[src/rtl/tdm_pkg.sv]
// Shared definitions for the 1:4 TDM demultiplexer: lock-state encoding and
// lane/slot sizing constants.
package tdm_pkg;

    localparam int NUM_LANES = 4;
    localparam int SLOT_W    = 2;

    typedef enum logic {
        HUNT = 1'b0,
        LOCK = 1'b1
    } sync_state_e;

endpackage

[src/rtl/tdm_slot_ctrl.sv]
// Frame-lock controller: tracks the slot position, counts missing frame markers,
// and decides for each valid sample whether it is routed and to which lane.
module tdm_slot_ctrl
    import tdm_pkg::*;
#(
    parameter int MAX_MISS = 2
) (
    input  logic              clk,
    input  logic              rst_n,
    input  logic              dv,
    input  logic              frame,
    output logic              route_en,
    output logic [SLOT_W-1:0] route_lane,
    output logic [SLOT_W-1:0] slot,
    output logic              locked,
    output logic              frm_done,
    output logic              sync_err,
    output logic [7:0]        err_cnt
);

    localparam logic [2:0]        MISS_LIMIT = 3'(MAX_MISS);
    localparam logic [SLOT_W-1:0] LAST_SLOT  = SLOT_W'(NUM_LANES - 1);

    sync_state_e       state_q, state_d;
    logic [SLOT_W-1:0] slot_q, slot_d;
    logic [2:0]        miss_q, miss_d;
    logic [7:0]        err_cnt_q, err_cnt_d;
    logic              frm_done_q, frm_done_d;
    logic              sync_err_q, sync_err_d;

    always_comb begin
        // NOTE: every always_comb output gets a default first so no path can infer a latch.
        state_d    = state_q;
        slot_d     = slot_q;
        miss_d     = miss_q;
        err_cnt_d  = err_cnt_q;
        frm_done_d = 1'b0;
        sync_err_d = 1'b0;
        route_en   = 1'b0;
        route_lane = '0;

        if (dv) begin
            unique case (state_q)
                HUNT: begin
                    if (frame) begin
                        route_en = 1'b1;
                        slot_d   = SLOT_W'(1);
                        miss_d   = '0;
                        state_d  = LOCK;
                    end
                end
                LOCK: begin
                    if (frame) begin
                        // Marker always realigns to slot 0; off-position it is an error.
                        route_en   = 1'b1;
                        slot_d     = SLOT_W'(1);
                        miss_d     = '0;
                        sync_err_d = (slot_q != '0);
                    end else if (slot_q != '0) begin
                        route_en   = 1'b1;
                        route_lane = slot_q;
                        slot_d     = slot_q + SLOT_W'(1);
                        frm_done_d = (slot_q == LAST_SLOT);
                    end else begin
                        sync_err_d = 1'b1;
                        if (miss_q + 3'd1 >= MISS_LIMIT) begin
                            state_d = HUNT;
                            slot_d  = '0;
                            miss_d  = '0;
                        end else begin
                            route_en = 1'b1;
                            slot_d   = SLOT_W'(1);
                            miss_d   = miss_q + 3'd1;
                        end
                    end
                end
                default: state_d = HUNT;
            endcase
        end

        if (sync_err_d && err_cnt_q != 8'hFF) begin
            err_cnt_d = err_cnt_q + 8'd1;
        end
    end

    // NOTE: sequential state uses non-blocking assignments so all flops update together.
    always_ff @(posedge clk) begin
        if (!rst_n) begin
            state_q    <= HUNT;
            slot_q     <= '0;
            miss_q     <= '0;
            err_cnt_q  <= '0;
            frm_done_q <= 1'b0;
            sync_err_q <= 1'b0;
        end else begin
            state_q    <= state_d;
            slot_q     <= slot_d;
            miss_q     <= miss_d;
            err_cnt_q  <= err_cnt_d;
            frm_done_q <= frm_done_d;
            sync_err_q <= sync_err_d;
        end
    end

    assign slot     = slot_q;
    assign locked   = (state_q == LOCK);
    assign frm_done = frm_done_q;
    assign sync_err = sync_err_q;
    assign err_cnt  = err_cnt_q;

endmodule

[src/rtl/tdm_demux_1_4.sv]
// 1:4 TDM demultiplexer: routes each valid sample of a framed stream to one of
// four registered lanes, with a one-cycle valid pulse per lane update.
module tdm_demux_1_4
    import tdm_pkg::*;
#(
    parameter int W        = 1,
    parameter int MAX_MISS = 2
) (
    input  logic              clk,
    input  logic              rst_n,
    input  logic [W-1:0]      D,
    input  logic              DV,
    input  logic              FRAME,
    output logic [W-1:0]      Y0,
    output logic [W-1:0]      Y1,
    output logic [W-1:0]      Y2,
    output logic [W-1:0]      Y3,
    output logic              V0,
    output logic              V1,
    output logic              V2,
    output logic              V3,
    output logic [SLOT_W-1:0] SLOT,
    output logic              LOCKED,
    output logic              FRM_DONE,
    output logic              SYNC_ERR,
    output logic [7:0]        ERR_CNT
);

    logic              route_en;
    logic [SLOT_W-1:0] route_lane;

    logic [W-1:0]         y_q [NUM_LANES];
    logic [W-1:0]         y_d [NUM_LANES];
    logic [NUM_LANES-1:0] v_q, v_d;

    tdm_slot_ctrl #(
        .MAX_MISS (MAX_MISS)
    ) u_slot_ctrl (
        .clk        (clk),
        .rst_n      (rst_n),
        .dv         (DV),
        .frame      (FRAME),
        .route_en   (route_en),
        .route_lane (route_lane),
        .slot       (SLOT),
        .locked     (LOCKED),
        .frm_done   (FRM_DONE),
        .sync_err   (SYNC_ERR),
        .err_cnt    (ERR_CNT)
    );

    always_comb begin
        for (int i = 0; i < NUM_LANES; i++) begin
            y_d[i] = y_q[i];
            v_d[i] = route_en && (route_lane == SLOT_W'(i));
            if (v_d[i]) begin
                y_d[i] = D;
            end
        end
    end

    // Lane registers are few and must read 0 after reset, so they are reset explicitly.
    always_ff @(posedge clk) begin
        if (!rst_n) begin
            for (int i = 0; i < NUM_LANES; i++) begin
                y_q[i] <= '0;
            end
            v_q <= '0;
        end else begin
            for (int i = 0; i < NUM_LANES; i++) begin
                y_q[i] <= y_d[i];
            end
            v_q <= v_d;
        end
    end

    assign Y0 = y_q[0];
    assign Y1 = y_q[1];
    assign Y2 = y_q[2];
    assign Y3 = y_q[3];
    assign V0 = v_q[0];
    assign V1 = v_q[1];
    assign V2 = v_q[2];
    assign V3 = v_q[3];

endmodule

[config.mk]
export PLATFORM = sky130hd
export DESIGN_NAME = tdm_demux_1_4
export DESIGN_NICKNAME = d
export VERILOG_FILES = /design/src/rtl/tdm_pkg.sv /design/src/rtl/tdm_slot_ctrl.sv /design/src/rtl/tdm_demux_1_4.sv
export SDC_FILE = /design/constraint.sdc
export NUM_CORES = 1
export LEC_CHECK = 0
export BUFFER_PORTS_ARGS = -buffer_cell sky130_fd_sc_hd__buf_2
export CAP_MARGIN = 20
export CORE_MARGIN = 1
export CORE_UTILIZATION = 55
export CTS_BUF_LIST = sky130_fd_sc_hd__clkbuf_16
export DETAILED_ROUTE_END_ITERATION = 8
export PLACE_DENSITY = 0.77
export SLEW_MARGIN = 15
export SYNTH_ARGS = -nofsm -noshare
export SYNTH_HDL_FRONTEND = slang
export SYNTH_SLANG_ARGS = --single-unit
[constraint.sdc]
create_clock -name clk -period 4.1 [get_ports clk]
set_input_delay 0.82 -clock clk [delete_from_list [all_inputs] [get_ports clk]]
set_output_delay 0.82 -clock clk [all_outputs]
set_load 0.01 [all_outputs]
After elaboration in Yosys (flattened, before gate mapping)
Memories as Yosys holds them, arrays and structs flattened.
Cells that the tools add are included.
{"block": "word_totals", "regBits": 20, "latchBits": 0, "ramBits": 4, "romBits": 0, "in_bits": 5, "word_cells": 71, "n_memories": 1}
{"name": "y_q", "depth": 4, "word_bits": 1, "rd": 4, "rd_ports_with_merged_regs": 0, "write_ports": 4, "line_no": "tdm_demux_1_4.sv:32", "source": "logic [W-1:0] y_q [NUM_LANES];"}
{"block": "classes", "add_sub_neg": 3, "mul": 0, "n_div": 0, "n_lt_le_gt_ge": 1, "n_eq_ne": 7, "shift": 0, "mux": 34, "bitwise": 8, "reduce_logical": 10}
{"op": "two-way mux 1 bit", "count": 20}
{"op": "two-way mux 2 bit", "count": 7}
{"op": "two-way mux 3 bit", "count": 4}
{"op": "adder 8 x 1 -> 8 bit (second input constant)", "count": 1}
{"op": "inequality test 8 bit (second input constant)", "count": 1}
{"op": "equality test 2 bit (second input constant)", "count": 3}
{"op": "one-hot mux 3 bit (2 select lines)", "count": 1}
{"op": "logical AND 1 bit", "count": 5}
{"op": "OR reduction 5 bit", "count": 1}
{"op": "NOT 1 bit", "count": 4}
{"op": "OR 1 bit", "count": 4}
{"op": "one-hot mux 2 bit (2 select lines)", "count": 1}
{"op": "adder 3 x 1 -> 3 bit (second input constant)", "count": 1}
{"op": ">= comparator 3 x 2 -> 1 bit (second input constant)", "count": 1}
{"op": "inequality test 3 bit (second input constant)", "count": 1}
{"op": "AND reduction 3 bit", "count": 1}
{"op": "adder 2 x 1 -> 2 bit (second input constant)", "count": 1}
{"op": "equality test 2 x 1 -> 1 bit (second input constant)", "count": 1}
{"op": "zero test 2 bit", "count": 1}
{"op": "inequality test 2 bit (second input constant)", "count": 1}
{"op": "one-hot mux 1 bit (2 select lines)", "count": 1}
{"op": "AND reduction 2 bit", "count": 1}
{"op": "nonzero test 2 bit", "count": 1}

Depth between registers and ports, before layout
Gate-level depths: netlist of run 1.
{"block": "logic_depth", "ltp_word": 10, "mapped_depth": 9, "depth_no_buf": 8}

Hierarchy
A second synthesis of run 1 with hierarchy kept.
{"block": "hier_totals", "hier_cells": 118, "hier_area_um2": 1099.8}
{"module": "tdm_slot_ctrl", "n_inst": 1, "cells_each": 92, "area_per_inst_um2": 807.0}
{"module": "tdm_demux_1_4", "n_inst": 1, "cells_each": 26, "area_per_inst_um2": 292.8}

Worst setup path before layout of run 1
Ideal clock, no wire load.
{"block": "synth_timing", "kind": "input to register", "startpoint": "input FRAME", "endpoint": "register u_slot_ctrl.err_cnt_q[7], in the netlist u_slot_ctrl.err_cnt[7]", "arrival_ns": 1.891, "required_time_ns": 4.031, "path_slack_ns": 2.140, "cell_stages": 7, "path_buffers": 1, "cell_sequence": "inv_1 > ha_1 > and3_1 > buf_6 > o211ai_4 > or4_1 > o21ai_1"}
{"block": "synth_between", "elab_chain_cells": 4}
{"element": "from (decl)", "line_no": "tdm_demux_1_4.sv:13", "source": "input logic FRAME,"}
{"element": "two-way mux 1 bit", "line_no": "tdm_slot_ctrl.sv:53", "source": "if (frame) begin"}
{"element": "two-way mux 1 bit", "line_no": "tdm_slot_ctrl.sv:43", "source": "unique case (state_q)"}
{"element": "two-way mux 1 bit", "line_no": "tdm_slot_ctrl.sv:42", "source": "if (dv) begin"}
{"element": "logical AND 1 bit", "line_no": "tdm_slot_ctrl.sv:81", "source": "if (sync_err_d && err_cnt_q != 8'hFF) begin"}
{"element": "to (signal assigned)", "line_no": "tdm_slot_ctrl.sv:99", "source": "err_cnt_q <= err_cnt_d;"}
{"element": "to (decl)", "line_no": "tdm_slot_ctrl.sv:27", "source": "logic [7:0] err_cnt_q, err_cnt_d;"}
No other way between the ends.
A chain may end at the register's enable or synchronous reset.

Worst setup path after layout of run 1
{"block": "layout_timing", "startpoint": "register u_slot_ctrl.slot_q[0], in the netlist u_slot_ctrl.slot[0]", "endpoint": "register u_slot_ctrl.err_cnt_q[7], in the netlist u_slot_ctrl.err_cnt[7]"}
{"block": "layout_between", "elab_chain_cells": 6}
{"element": "from (decl)", "line_no": "tdm_slot_ctrl.sv:25", "source": "logic [SLOT_W-1:0] slot_q, slot_d;"}
{"element": "from (signal assigned)", "line_no": "tdm_slot_ctrl.sv:97", "source": "slot_q <= slot_d;"}
{"element": "nonzero test 2 bit (*)", "line_no": "tdm_slot_ctrl.sv:58, tdm_slot_ctrl.sv:59"}
{"element": "two-way mux 1 bit", "line_no": "tdm_slot_ctrl.sv:59", "source": "end else if (slot_q != '0) begin"}
{"element": "two-way mux 1 bit (*)", "line_no": "tdm_slot_ctrl.sv:53"}
{"element": "two-way mux 1 bit (*)", "line_no": "tdm_slot_ctrl.sv:43"}
{"element": "two-way mux 1 bit (*)", "line_no": "tdm_slot_ctrl.sv:42"}
{"element": "logical AND 1 bit (*)", "line_no": "tdm_slot_ctrl.sv:81"}
Mark *: on every way between the ends. The rest lies on a longest branch, timed or not.

==> results.toml, run 1 <==
[run_status]
outcome = "completed"

[floorplan]
start_util = 0.6124
pin_count = 26
die_h_um = 47.02
row_count = 15
core_area_mm2 = 0.001821
die_area_mm2 = 0.002211
die_w_um = 47.02

[setup_path]
criticalPathCategory = "register to register"
worstSetupStartpointType = "register"
cp-end-kind = "register"
required_ps = 4280
r2r_cells = 8
cp.arrival_ps = 2360
critPathMaxFanout = 10

[timing]
fin_crit_sh = 0.5318
tightest_slew_ps = 484.9
drv_slew = 0
hold_viol = 0
setup_viol = 0
period_minus_slack_ps = 2180
max_freq_ghz = 0.4586
slew_headroom = 0.6760
clock_skew_ps = 2.588
finalSetupTns_ps = 0
rsz0062_at_grt = "false"

[logic_synthesis]
yosys_warnings = 0
ys_seq_area_frac = 0.4579
synth_area_mm2 = 0.001115
syn_nets = 129
synth-edff-count = 3
synth.avg_cell_area_um2 = 9.448
synth_cell_type_count = 33
synth-seq-cells = 24
synthCells = 118
ys.flop_type = "dfxtp_1"
synth_async_sr_flop_share = 0

[clock_tree]
numClockSinks = 24
clk_pin_slew_ps = 60
insertion_delay_ps = 250
cts_tree = "built"
numCtsBuffers = 3
cts_resized = 0
cts_setup_buffers = 0
cts.hold.buffers_added = 0
root_buffer = "clkbuf_16"
h-tree-depth = 1
cts_buffer_depth = 2

[placed_design]
dp_hpwl_um = 1476
placed_cells = 165
gp_congestion = 0.8288
io_buffer_count = 25

[finish]
final_core_util = 0.7313
fin_nets = 156
area_growth_pct = 19.42
antenna_cells = 0
final-instance-count-excl-fill = 169
drive_above_1_share = 0.2083

[global_routing]
grt_pass1_vias = 718
grt.total_usage = 0.1992
grt_pass1_wl_um = 3139
antenna_found_initial = 0
grt_max_degree = 16
overflow = 0

[detailed_routing]
drtPass1Iterations = 4
drt-wirelength-per-cell_um = 11.99
via_per_inst = 5.373
via_count = 908
drt_wl_total_um = 2027
drtIter0Drc = 14
drtAntennaViolNets = 0
drc = 0

[min_path]
holdPathStages = 2
hold_path.class = "register to register"

[pwr]
p_leak_nw = 0.6346
power_density_mw_per_mm2 = 366.2
peakVddDrop_v = 0.0002439

[job]
cap_violations = 0
==> worst max-delay path, stage by stage (launching register included) <==
cell	delay [ps]
dfxtp_1	410
inv_1	140
ha_1	290
inv_1	70
ha_1	260
and3_1	310
o211ai_4	130
or4_1	400
o21ai_1	90
==> stage by stage <==
stage / setup WS, ps / cell area (um^2) / power (mW) / hold slack, ps
final: 1920 / 1331 / 0.4875 / 481.6
after global routing: 1760 / 1331 / 0.5083 / 503.6
after CTS: 1929 / 1331 / 0.4922 / 486.4
after detailed placement: 1859 / 1252 / 0.2897 / 478.1
after global placement: 1931 / 1252 / 0.2887 / 456.6
after floorplan: 2140 / 1115 / 0.2771 / 446.0
==> final cells by class <==
type	instances	area, um^2
Tap cell	25	31.28
Sequential cell	24	510.5
Fill cell	147	489.2
Clock buffer	3	75.07
Clock inverter	1	3.754
Timing Repair Buffer	25	125.1
Inverter	7	26.28
Multi-Input combinational cell	84	559.3
==> registers in the layout, indices dropped and copies added (netlist names) <==
register,cells
u_slot_ctrl.err_cnt,8
v_q,4
y_q,4
u_slot_ctrl.miss_q,3
u_slot_ctrl.slot,2
u_slot_ctrl.frm_done,1
u_slot_ctrl.locked,1
u_slot_ctrl.sync_err,1
==> power by group <==
group	internal, mW	leakage, nW	switching (mW)
combinational	0.0135	0.396	0.0228
sequential	0.244	0.200	0.00520
clock	0.130	0.0385	0.0725
total	0.387	0.635	0.100
==> cells in the mapped netlist, types with 2 or more instances <==
cell type  number  share of area
nand2_1        10          0.034
nor3_1          3          0.013
nand3_1         3          0.013
a31oi_1         2          0.011
xor2_1          5          0.039
nand3b_1        2          0.013
mux2i_1         3          0.027
edfxtp_1        3          0.081
and3_1          5          0.028
a21oi_1         4          0.018
dfxtp_1        21           0.38
ha_1            6          0.067
o211ai_1        3          0.020
nor3b_1         2          0.013
and2_1          4          0.022
inv_1           7          0.024
o21ai_0         4          0.018
nor2_1         14          0.047
a211oi_1        2          0.013
nand2b_1        2          0.011
==> metal layers <==
layer	routed length, um	global-route usage	up-vias
met1	986	0.2635	404
met2	940	0.3361	32
met4	7	0.06857	0
met3	93	0.02308	2
li1	-	-	470
met5	0	0	-
==> cells in the final DEF (no fill, tap or decap), drive strengths merged, types with 2 or more instances in the layout <==
cell type	n
nor3b	2
nor3	3
a211oi	2
inv	7
edfxtp	3
mux2i	3
nand2	10
nand4	2
nand2b	2
a21oi	4
dfxtp	21
a31oi	2
nand3	3
and3	5
nor2	14
o211ai	4
and2	4
o21ai	5
xor2	5
ha	6
nand3b	2
buf	25
clkbuf	3
==> final timing paths <==
check / from / end / slack (ps)
worst min register to register: u_slot_ctrl.miss_q[1] / u_slot_ctrl.miss_q[1] / 480
worst max register to register: u_slot_ctrl.slot[0] / u_slot_ctrl.err_cnt[7] / 1920
worst max-delay path: u_slot_ctrl.slot[0] / u_slot_ctrl.err_cnt[7] / 1920
worst min-delay path: u_slot_ctrl.miss_q[1] / u_slot_ctrl.miss_q[1] / 480
==> cells by family after synthesis <==
logic type                 count (synthesis)  synth area share
AOI/OAI and AO/OA                         20            0.1257
DFF                                       24            0.4579
muxes                                      3           0.02694
adders and majority gates                  6           0.06734
buffers and inverters                     10           0.04040
and+or+nand+nor                           50            0.2424
xor gates and xnor gates                   5           0.03928
Note: power is estimated with default switching activity, not from simulation.
==> run 2: changes to the inputs <==
Settings changed: CORE_UTILIZATION 55 to 51, PLACE_DENSITY 0.77 to 0.72.
Clock period 4.1 ns to 2.1 ns, I/O delays scaled along.
==> run 2 against run 1 <==
  * Critical path depth unchanged
  * Non-clock buffer count up 4
  * Final area grew 2.4%
  * Cell count is 3.6% higher
  * Register-to-register slack got worse by 1700 ps
  * Utilization shrank 5.0 points
  * Power rose by 98%
  * Flip-flop and latch count is the same
  * Wire length grew 7.8%
  * Combinational power is 130% higher
==> results.toml, run 2 (synthesized netlist as in run 1, its figures left out) <==
[finish]
drive_above_1_share = 0.2297
layout_common_cells = "25 x buf_2, 21 x dfxtp_1, 14 x nor2_1"
final-instance-count-excl-fill = 175
postLayoutCellArea_mm2 = 0.001364
largest_register_ffs = 8
layout_commonest_cell = "buf_2"
area_growth_pct = 22.33
antenna_cells = 0
fin_nets = 160
final_core_util = 0.6813
n_fill_cell = 176

[job]
cap_violations = 0

[clock_tree]
h-tree-depth = 1
cts_setup_buffers = 0
root_buffer = "clkbuf_16"
numCtsBuffers = 3
cts_tree = "built"
numClockSinks = 24
cts_buffer_depth = 2
insertion_delay_ps = 250
cts.hold.buffers_added = 0
cts_resized = 0
clk_pin_slew_ps = 60

[timing]
tightest_slew_ps = 443.0
clock_skew_ps = 4.831
period_minus_slack_ps = 1900
hold_viol = 0
drv_slew = 0
max_freq_ghz = 0.5262
rsz0062_at_grt = "false"
slew_headroom = 0.7015
fin_crit_sh = 0.9049
finalSetupTns_ps = 0
setup_viol = 0

[run_status]
outcome = "completed"

[setup_path]
required_ps = 2290
cp.arrival_ps = 2090
criticalPathCategory = "register to register"
cp-end-kind = "register"
worstSetupStartpointType = "register"
critPathMaxFanout = 8

[detailed_routing]
drt_wl_total_um = 2186
drtAntennaViolNets = 0
drtIter0Drc = 19
drt-wirelength-per-cell_um = 12.49
via_per_inst = 5.360
drtPass1Iterations = 4
drc = 0
via_count = 938

[placed_design]
io_buffer_count = 25
gp_congestion = 0.8193
dp_hpwl_um = 1534
placed_cells = 171
dpl-instance-area_mm2 = 0.001285

[floorplan]
row_count = 16
pin_count = 26
die_area_mm2 = 0.002377
die_h_um = 48.76
start_util = 0.5569
die_w_um = 48.76
core_area_mm2 = 0.002002

[global_routing]
grt_max_degree = 16
use_met3 = 0.02201
grt_util_met2 = 0.3380
grt-busiest-layer = "met2"
grt.total_usage = 0.1973
grt_pass1_vias = 864
antenna_found_initial = 0
overflow = 0
grt_pass1_wl_um = 3719
grtUsageMet1 = 0.2540

[pwr]
p_leak_nw = 0.6533
power_density_mw_per_mm2 = 707.1
peakVddDrop_v = 0.0004038

[min_path]
hold_path.class = "primary input to register"
-- run 2: changes by cell type in the layout (fill, tap and decap cells not counted) --
cell and change:
buf_4 +4
-- run 2: path summary, 6_finish.rpt --
path	from	endpoint	slack [ps]	depth (start not counted)
setup / recovery	u_slot_ctrl.slot[1]	u_slot_ctrl.err_cnt[7]	200	8
hold / removal	D	y_q[0]	480	2
setup reg to reg	u_slot_ctrl.slot[1]	u_slot_ctrl.err_cnt[7]	200	8
hold reg to reg	u_slot_ctrl.miss_q[1]	u_slot_ctrl.miss_q[1]	480	2
-- run 2: metal layers --
layer / vias up / part of all wire
met5: - / 0
met4: 0 / 0.0064
met3: 2 / 0.051
met2: 27 / 0.48
met1: 431 / 0.46
li1: 478 / -
-- run 2: final cells by class --
type	instances	area, um^2	area share
inverter	7	26.28	0.01927
timing repair buffer	29	155.1	0.1138
sequential	24	510.5	0.3743
clock buffer	3	75.07	0.05505
tap	27	33.78	0.02477
clock inverter	1	3.754	0.002752
multi-input combinational	84	559.3	0.4101
-- run 2: power by group --
group / internal [mW] / leakage [nW] / switching [mW]
clock: 0.254 / 0.0385 / 0.145
sequential: 0.476 / 0.200 / 0.00650
combinational: 0.0325 / 0.415 / 0.0509
-- run 2: critical path, stage by stage (launching register included) --
cell	delay, ps
dfxtp_1	380
inv_1	90
ha_1	160
inv_1	50
ha_1	260
and3_1	290
o211ai_4	130
or4_1	400
o21ai_1	80
-- run 2: through the flow --
| stage | hold WS (ps) | worst slack, ps | power, mW |
|---|---|---|---|
| after floorplan | 446.0 | 144.1 | 0.5411 |
| after global placement | 454.3 | 287.0 | 0.5719 |
| after detailed placement | 475.1 | 243.3 | 0.5738 |
| after CTS | 473.6 | 201.6 | 0.9725 |
| after global routing | 478.5 | 98.71 | 1.001 |
| final | 475.5 | 199.7 | 0.9644 |
